--- config.mk ---
export PLATFORM = sky130hd
export DESIGN_NAME = seg7_pattern_reader
export DESIGN_NICKNAME = d
export VERILOG_FILES = /design/src/rtl/seg7_pattern_reader.sv
export SDC_FILE = /design/constraint.sdc
export NUM_CORES = 1
export LEC_CHECK = 0
export BUFFER_PORTS_ARGS = -buffer_cell sky130_fd_sc_hd__buf_2
export CORE_MARGIN = 2
export CORE_UTILIZATION = 35
export DETAILED_ROUTE_END_ITERATION = 8
export PLACE_DENSITY = 0.51
export SLEW_MARGIN = 20
export SYNTH_ARGS = -nofsm -noshare
export SYNTH_HDL_FRONTEND = slang
export SYNTH_SLANG_ARGS = --single-unit
--- constraint.sdc ---
create_clock -name CLOCK_50 -period 6.4 [get_ports CLOCK_50]
set_clock_uncertainty 0.05 [all_clocks]
set_input_delay 0.32 -clock CLOCK_50 [delete_from_list [all_inputs] [get_ports CLOCK_50]]
set_output_delay 0.32 -clock CLOCK_50 [all_outputs]
set_load 0.02 [all_outputs]
--- src/rtl/seg7_pattern_reader.sv ---
// Inverse seven-segment decoder: waits for a stable segment bus, scans one digit per clock,
// publishes nibbles plus blank/error masks. Optional DP capture: SEG7_PATTERN_READER_DP_CAPTURE_EN.
module seg7_pattern_reader #(
    parameter int NUM_DIGITS    = 8,
    parameter int STABLE_CYCLES = 4
) (
    input  logic                    CLOCK_50,
    input  logic                    RESET_N,
    input  logic [8*NUM_DIGITS-1:0] SEG_IN,
    input  logic                    START,
    output logic                    BUSY,
    output logic                    VALID,
    output logic [4*NUM_DIGITS-1:0] VALUE,
    output logic [NUM_DIGITS-1:0]   BLANK_MASK,
    output logic [NUM_DIGITS-1:0]   ERR_MASK
`ifdef SEG7_PATTERN_READER_DP_CAPTURE_EN
    ,
    output logic [NUM_DIGITS-1:0]   DP_OUT
`endif
);

    localparam int IW = $clog2(NUM_DIGITS) + 1;
    localparam int SW = $clog2(STABLE_CYCLES) + 1;

    typedef enum logic [1:0] {IDLE, SETTLE, SCAN, DONE} state_t;
    state_t state, state_nx;

    logic [NUM_DIGITS-1:0][6:0] seg_c, snap_c;
    logic [NUM_DIGITS-1:0][3:0] nib_w, nib_nx;
    logic [NUM_DIGITS-1:0]      blank_w, blank_nx, err_w, err_nx;
    logic [SW-1:0]              stab_cnt, stab_inc;
    logic [IW-1:0]              idx;
    logic                       stable, stab_done, last_lane;

`ifdef SEG7_PATTERN_READER_DP_CAPTURE_EN
    logic [NUM_DIGITS-1:0] seg_dp, snap_dp, dp_w, dp_nx;
`else
    logic [NUM_DIGITS-1:0] dp_unused;
`endif

    for (genvar k = 0; k < NUM_DIGITS; k++) begin : g_lane
        assign seg_c[k] = SEG_IN[8*k +: 7];
`ifdef SEG7_PATTERN_READER_DP_CAPTURE_EN
        assign seg_dp[k] = SEG_IN[8*k+7];
`else
        assign dp_unused[k] = SEG_IN[8*k+7];
`endif
    end

    // Returns {err, blank, nibble}; codes are gfedcba, active-low.
    function automatic logic [5:0] decode(input logic [6:0] c);
        case (c)
            7'h40: decode = 6'h00;
            7'h79: decode = 6'h01;
            7'h24: decode = 6'h02;
            7'h30: decode = 6'h03;
            7'h19: decode = 6'h04;
            7'h12: decode = 6'h05;
            7'h02: decode = 6'h06;
            7'h78: decode = 6'h07;
            7'h00: decode = 6'h08;
            7'h10: decode = 6'h09;
            7'h08: decode = 6'h0A;
            7'h03: decode = 6'h0B;
            7'h46: decode = 6'h0C;
            7'h21: decode = 6'h0D;
            7'h06: decode = 6'h0E;
            7'h0E: decode = 6'h0F;
            7'h7F: decode = 6'h10;
            default: decode = 6'h20;
        endcase
    endfunction

    assign stab_inc  = stab_cnt + 1'b1;
`ifdef SEG7_PATTERN_READER_DP_CAPTURE_EN
    assign stable    = (seg_c == snap_c) && (seg_dp == snap_dp);
`else
    assign stable    = (seg_c == snap_c);
`endif
    assign stab_done = stable && (stab_inc == SW'(STABLE_CYCLES));
    assign last_lane = (idx == IW'(NUM_DIGITS - 1));
    assign BUSY      = (state != IDLE);
    assign VALID     = (state == DONE);

    always_ff @(posedge CLOCK_50 or negedge RESET_N) begin
        if (!RESET_N) state <= IDLE;
        else          state <= state_nx;
    end

    always_comb begin
        state_nx = state;
        case (state)
            IDLE:    if (START) state_nx = SETTLE;
            SETTLE:  if (stab_done) state_nx = SCAN;
            SCAN:    if (last_lane) state_nx = DONE;
            default: state_nx = IDLE;
        endcase
    end

    // Merge the lane being scanned into the working words, so the final lane
    // can be committed on the same edge it is decoded.
    always_comb begin
        nib_nx   = nib_w;
        blank_nx = blank_w;
        err_nx   = err_w;
`ifdef SEG7_PATTERN_READER_DP_CAPTURE_EN
        dp_nx    = dp_w;
`endif
        for (int k = 0; k < NUM_DIGITS; k++) begin
            if (idx == IW'(k)) begin
                {err_nx[k], blank_nx[k], nib_nx[k]} = decode(snap_c[k]);
`ifdef SEG7_PATTERN_READER_DP_CAPTURE_EN
                dp_nx[k] = ~snap_dp[k];
`endif
            end
        end
    end

    always_ff @(posedge CLOCK_50 or negedge RESET_N) begin
        if (!RESET_N) begin
            snap_c     <= '0;
            stab_cnt   <= '0;
            idx        <= '0;
            nib_w      <= '0;
            blank_w    <= '0;
            err_w      <= '0;
            VALUE      <= '0;
            BLANK_MASK <= '0;
            ERR_MASK   <= '0;
`ifdef SEG7_PATTERN_READER_DP_CAPTURE_EN
            snap_dp    <= '0;
            dp_w       <= '0;
            DP_OUT     <= '0;
`endif
        end else begin
            case (state)
                IDLE: if (START) begin
                    snap_c   <= seg_c;
`ifdef SEG7_PATTERN_READER_DP_CAPTURE_EN
                    snap_dp  <= seg_dp;
`endif
                    stab_cnt <= '0;
                end
                SETTLE: if (stable) begin
                    stab_cnt <= stab_inc;
                    if (stab_done) idx <= '0;
                end else begin
                    snap_c   <= seg_c;
`ifdef SEG7_PATTERN_READER_DP_CAPTURE_EN
                    snap_dp  <= seg_dp;
`endif
                    stab_cnt <= '0;
                end
                SCAN: begin
                    nib_w   <= nib_nx;
                    blank_w <= blank_nx;
                    err_w   <= err_nx;
                    idx     <= idx + 1'b1;
`ifdef SEG7_PATTERN_READER_DP_CAPTURE_EN
                    dp_w    <= dp_nx;
`endif
                    if (last_lane) begin
                        VALUE      <= nib_nx;
                        BLANK_MASK <= blank_nx;
                        ERR_MASK   <= err_nx;
`ifdef SEG7_PATTERN_READER_DP_CAPTURE_EN
                        DP_OUT     <= dp_nx;
`endif
                    end
                end
                default: ;
            endcase
        end
    end

endmodule

==> results of run 1 <==
[cell families after synthesis]
| kind of cell | Yosys count |
|---|---|
| compound gates | 243 |
| xor+xnor | 69 |
| fa+ha+maj | 10 |
| buf+inv | 110 |
| flops | 155 |
| mux | 78 |
| simple gates | 431 |
[routing by layer]
| metal | GRT usage [%] | share of wire [%] | vias up |
|---|---|---|---|
| li1 | - | - | 4038 |
| met1 | 27.0 | 49 | 3943 |
| met2 | 28.2 | 45 | 174 |
| met3 | 2.76 | 3.6 | 27 |
| met4 | 5.71 | 1.6 | 2 |
| met5 | 0 | 0.049 | - |
[cells in the mapped netlist (6+ instances only)]
cell type	number	area (sq um)
dfrtp_1	155	3880
nand2_1	131	492
nor2_1	97	364
o21ai_0	73	365
clkbuf_1	68	255
xor2_1	62	543
a21oi_1	60	300
mux2_4	40	601
nand3_1	36	180
mux2_2	32	360
nor3_1	30	150
inv_1	25	93.8
nor4_1	24	150
nand2b_1	18	113
a31oi_1	15	93.8
nand4_1	15	93.8
a211oi_1	14	105
ha_1	10	125
or3_1	10	62.6
nor2b_1	9	56.3
and3_1	8	50.1
nand4b_1	8	70.1
o22ai_1	8	50.1
o31ai_1	8	60.1
a21o_1	7	52.6
o32a_1	7	70.1
xnor2_1	7	61.3
and2_1	6	37.5
mux2i_1	6	60.1
nand3b_1	6	45.0
nor3b_1	6	45.0
nor4b_1	6	52.6
[power by group through the flow]
stage,logic [mW],clock network (mW),registers [mW]
2_1_floorplan,0.165,0,1.03
3_3_place_gp,0.202,0,1.08
3_5_place_dp,0.202,0,1.08
4_1_cts,0.204,1.07,1.06
5_1_grt,0.226,1.11,1.07
6_report,0.201,1.04,1.07
[cell usage in the layout (no fill, tap or decap), types with 7 or more instances in the layout]
master / Yosys / routed
a211oi_1: 14 / 14
o21ai_0: 73 / 73
xnor2_1: 7 / 7
nand4b_1: 8 / 8
nor2b_1: 9 / 9
ha_1: 10 / 10
a21oi_1: 60 / 60
mux2_4: 40 / 40
inv_1: 25 / 25
buf_2: 5 / 107
nand2b_1: 18 / 18
nand2_1: 131 / 131
clkbuf_16: 0 / 17
nor3_1: 30 / 30
dfrtp_1: 155 / 155
o31ai_1: 8 / 8
nand4_1: 15 / 15
o22ai_1: 8 / 8
nor4_1: 24 / 24
nand3_1: 36 / 35
nor2_1: 97 / 96
mux2_2: 32 / 32
or3_1: 10 / 10
a21o_1: 7 / 7
and3_1: 8 / 8
xor2_1: 62 / 62
o32a_1: 7 / 7
a31oi_1: 15 / 15
[final timing paths]
path / from / endpoint / slack, ps / cells after the start
worst min register to register: VALUE[12]$_DFFE_PN0P_ / VALUE[12]$_DFFE_PN0P_ / 420 / 2
max in group asynchronous: RESET_N / VALUE[7]$_DFFE_PN0P_ / 4650 / 3
worst min-delay path: SEG_IN[22] / snap_c[20]$_DFFE_PN0P_ / 90 / 2
worst max-delay path: snap_c[50]$_DFFE_PN0P_ / snap_c[16]$_DFFE_PN0P_ / 2870 / 7
min in group asynchronous: RESET_N / VALUE[16]$_DFFE_PN0P_ / 470 / 2
worst max register to register: snap_c[50]$_DFFE_PN0P_ / snap_c[16]$_DFFE_PN0P_ / 2870 / 7
[area by class of cell]
cell class | count | area, sq um
well taps | 378 | 473
fillers | 2826 | 16600
multi-input cells | 831 | 5460
clock inverters | 14 | 163
inverters | 26 | 97.6
repair buffers | 115 | 606
clock buffers | 18 | 429
flip-flops and latches | 155 | 3880
[critical path, cell delays in order, from the launching register on]
cell and delay (ps):
dfrtp_1 670, xor2_1 210, nor4_1 570, nand4_1 290
or4_4 580, nor2b_4 140, buf_4 440, mux2_4 420
[sequential cells by signal (all words and copies together), names as in the netlist]
signal,flops
blank_w,7
nib_w,28
VALUE,32
ERR_MASK,8
err_w,7
snap_c,56
idx,4
BLANK_MASK,8
state,2
stab_cnt,3
[through the flow]
step	total power, mW	worst slack [ps]	hold WS (ps)	cells	cell area [sq um]
2_1_floorplan	1.20	3930	-25.6	1096	9840
3_3_place_gp	1.29	2920	385	1504	10500
3_5_place_dp	1.29	2870	392	1504	10500
4_1_cts	2.34	2850	68.0	1537	11100
5_1_grt	2.41	2730	80.0	1537	11100
6_report	2.31	2870	88.1	1537	11100
==> impl_metrics.yaml, run 1 <==
power:
  leakagePower_nw: 4.99
  p_int_mw: 1.67
  power.density_mw_per_mm2: 208
  irDropWorstVdd_mv: 0.128
  seqPwrFrac_pct: 46.2
  pwr-share-clk_pct: 45.1
  p_comb_share_pct: 8.7
  power_switching_uw: 635
  switching_share_pct: 27.5
detailed_routing:
  route.detailed.drc: 0
  num_vias: 8184
  ant_nets: 0
  routedWlPerCell_microns: 17.2
  dr.pass1.iters: 5
  drt-total-wl_microns: 26400
  vias_per_cell: 5.32
  drt_iter0_drc: 724
place:
  gp_congestion: 0.869
  place_hpwl_microns: 19000
  io_buffers: 108
timing:
  slew_headroom_pct: 32.5
  tns_ps: 0
  slew_violations: 0
  rsz0062_at_grt: "false"
  tightest_slew_ps: 1010
  hold_viol: 0
  period_needed_ps: 3530
  finalSetupViolations: 0
  post-route-period-util_pct: 55.1
  fmaxAchievable_mhz: 283
clock_tree:
  cts_tree: "done"
  clk_path_buf_depth: 2
  holdBufCountCts: 1
  cts_max_level: 4
  clkTransAtPathRegs_ps: 70
  post_cts_buffers: 0
  cts-buffers-inserted: 17
  cts_resized: 0
  clock-root-buffer: "clkbuf_16"
  cts.sinks: 155
  clk_latency_ps: 430
yosys:
  synthAdderAreaFrac_pct: 1.27
  avgSynthCellArea_sq_um: 8.97
  syn_area_sq_mm: 0.00984
  synthSimpleGateAreaFrac_pct: 21.9
  ys_warn_count: 0
  syn-instance-count: 1096
  synth_xor_area_share_pct: 6.14
  synth-seq-area-share_pct: 39.4
  synth_edf_count: 0
  synth.distinct_cells: 67
  synth-async-reset-ratio_pct: 100
  synth_top_family_by_area: "simple AND/OR/NAND/NOR gates"
  muxShareOfSynthArea_pct: 10.4
  synth-compound-area-share_pct: 15.8
  syn_nets: 1173
  synthFlopType: "dfrtp_1"
  ys_ff_latch: 155
job:
  cap_violations: 0
floorplan:
  initial_core_util_pct: 35.5
  die_h_microns: 172
  die-area_sq_mm: 0.0295
  die_x_microns: 172
  io_pins: 117
  rows: 61
  coreArea_sq_mm: 0.0277
global_routing:
  track_usage_pct: 18.5
  grt_antenna_before_repair: 1
  grt_pass1_wl_microns: 42300
  grt_pass1_vias: 7514
  grt_max_degree: 81
  grt-ovfl-total: 0
final_layout:
  area_delta_synth_final_pct: 12.9
  utilization_pct: 40.1
  nets: 1223
  drive_above_1_share_pct: 19.9
  antenna_cells: 0
hold_path:
  hp-class: "input pin to flip-flop"
setup_path:
  crit_arrival_ps: 3790
  crit_fanout: 56
  cp.required_ps: 6670
  critPathLaunchType: "flip-flop"
  crit_type: "flip-flop to flip-flop"
  critPathCaptureType: "flip-flop"
status:
  outcome: "completed"
Power figures use the tool's default switching activity.
==> inputs of run 2 (changes only) <==
--- a/config.mk
+++ b/config.mk
@@ -9,7 +9,7 @@
 export CORE_MARGIN = 2
 export CORE_UTILIZATION = 35
 export DETAILED_ROUTE_END_ITERATION = 8
-export PLACE_DENSITY = 0.51
+export PLACE_DENSITY = 0.52
 export SLEW_MARGIN = 20
 export SYNTH_ARGS = -nofsm -noshare
 export SYNTH_HDL_FRONTEND = slang
==> constraint.sdc (replaced) <==
create_clock -name CLOCK_50 -period 2.94 [get_ports CLOCK_50]
set_clock_uncertainty 0.05 [all_clocks]
set_input_delay 0.147 -clock CLOCK_50 [delete_from_list [all_inputs] [get_ports CLOCK_50]]
set_output_delay 0.147 -clock CLOCK_50 [all_outputs]
set_load 0.02 [all_outputs]
==> impl_metrics.yaml, run 2 (synthesis results as in run 1) <==
global_routing:
  grt_pass1_wl_microns: 44400
  grt_antenna_before_repair: 1
  track_usage_pct: 19.3
  grt_max_degree: 72
  grt-ovfl-total: 0
  grt_pass1_vias: 8194
detailed_routing:
  drt_iter0_drc: 781
  vias_per_cell: 5.26
  num_vias: 8742
  ant_nets: 0
  routedWlPerCell_microns: 16.7
  route.detailed.drc: 0
  dr.pass1.iters: 5
  drt-total-wl_microns: 27800
setup_path:
  rrSetupSlack_ps: 230
  ff2ff_path_depth: 8
  crit_fanout: 20
  crit_type: "input pin to flip-flop"
  crit_start: "SEG_IN[57]"
  cp.required_ps: 3200
  critPathCaptureType: "flip-flop"
  critPathLaunchType: "input pin"
  crit_arrival_ps: 2990
  r2r-end: "snap_c[40]$_DFFE_PN0P_"
  crit_end: "snap_c[40]$_DFFE_PN0P_"
  worstReg2RegStart: "snap_c[50]$_DFFE_PN0P_"
power:
  power.density_mw_per_mm2: 431
  leakagePower_nw: 5.60
  p_comb_share_pct: 13.2
  p_int_mw: 3.93
  seqPwrFrac_pct: 41.5
  pwr-share-clk_pct: 45.3
  irDropWorstVdd_mv: 0.300
  switching_share_pct: 25.9
  power_switching_mw: 1.37
final_layout:
  drive_above_1_share_pct: 23.4
  top_register: "snap_c"
  nets: 1348
  area_delta_synth_final_pct: 24.9
  fin_area_sq_mm: 0.0123
  largest_reg_flops: 56
  final_cell_mix: "155 x dfrtp_1, 131 x nand2_1, 107 x buf_2"
  final_common_cell: "dfrtp_1"
  top_regs: "snap_c (56), VALUE (32), nib_w (28)"
clock_tree:
  clk_latency_ps: 430
  clkTransAtPathRegs_ps: 60
  cts_resized: 0
  clock-root-buffer: "clkbuf_16"
  cts_tree: "done"
  clk_path_buf_depth: 2
  cts.sinks: 155
  cts-buffers-inserted: 17
  cts_max_level: 4
  post_cts_buffers: 0
floorplan:
  die_x_microns: 172
  initial_core_util_pct: 35.5
  rows: 61
  die-area_sq_mm: 0.0295
  io_pins: 117
  coreArea_sq_mm: 0.0277
  die_h_microns: 172
place:
  place_ws_ps: 255
  place_area_sq_mm: 0.0111
  io_buffers: 108
  gp_congestion: 0.936
  place_hpwl_microns: 20100
timing:
  layout_setup_ws_ps: 212
  slew_violations: 0
  finalSetupViolations: 0
  tns_ps: 0
  slew_headroom_pct: 42.7
  tightest_slew_ps: 838
  hold_viol: 0
  period_needed_ps: 2730
  rsz0062_at_grt: "false"
  fmaxAchievable_mhz: 367
  post-route-period-util_pct: 92.8
status:
  outcome: "completed"
hold_path:
  hp-start: "START"
  hp-class: "input pin to flip-flop"
job:
  cap_violations: 0
-- run 2: cell types whose count changed in the layout (fill, tap and decap cells not counted), sizes merged --
cell	delta
dlygate4sd3	+56
clkinvlp	+1
diode	+1
inv	-3
clkinv	-1
buf	+69
bufinv	+2
clkbuf	+1
-- run 2: worst min path at each step --
stage               slack [ps]                   endpoint  cells past startpoint
detailed placement         190      VALUE[22]$_DFFE_PN0P_                      1
global placement           180      VALUE[22]$_DFFE_PN0P_                      1
finish                     100    stab_cnt[2]$_DFFE_PN0P_                      3
global route               110    stab_cnt[2]$_DFFE_PN0P_                      3
CTS                         90    stab_cnt[2]$_DFFE_PN0P_                      3
floorplan                 -200  BLANK_MASK[0]$_DFFE_PN0P_                      0
-- run 2: layout make-up --
type | instances | area [sq um]
fill | 2744 | 15400
multi-input combinational | 831 | 5460
sequential | 155 | 3880
timing repair buffer | 240 | 1740
tap | 378 | 473
clock buffer | 19 | 443
clock inverter | 13 | 190
inverter | 26 | 97.6
antenna | 1 | 2.50
-- run 2: power groups by stage --
stage          Sequential [mW]  Clock (mW)  Combinational (mW)
4_1_cts                   2.20        2.47               0.695
5_1_grt                   2.20        2.56               0.766
3_5_place_dp              2.24           0               0.632
6_report                  2.20        2.40               0.697
3_3_place_gp              2.24           0               0.632
2_1_floorplan             2.25           0               0.360
-- run 2: critical path, stage by stage --
cell	delay [ps]
dlygate4sd3_1	530
buf_2	150
xor2_1	200
nor4_1	290
buf_4	170
nand4_1	140
or4_4	540
nor2b_4	240
buf_12	250
mux2_4	310
-- run 2: timing repair --
item                                    4_1_cts  5_1_grt
endpoints found under the setup margin        0        0
hold endpoints to repair                    125        0
hold buffers                                 57        0
-- run 2: through the flow --
| stage | utilization [%] | instances | hold WS [ps] | total power, mW |
|---|---|---|---|---|
| finish | 44.3 | 1663 | 100 | 5.30 |
| global route | 44.3 | 1663 | 110 | 5.52 |
| CTS | 44.3 | 1662 | 90.3 | 5.36 |
| detailed placement | 40.0 | 1573 | 185 | 2.87 |
| global placement | 40.0 | 1573 | 182 | 2.87 |
| floorplan | - | 1096 | -199 | 2.61 |
-- run 2: routing by layer --
metal / global-route usage [%] / wire length (microns)
met5: 0 / 0
met4: 6.01 / 549
met3: 2.81 / 1050
met2: 30.4 / 12800
met1: 27.2 / 13400
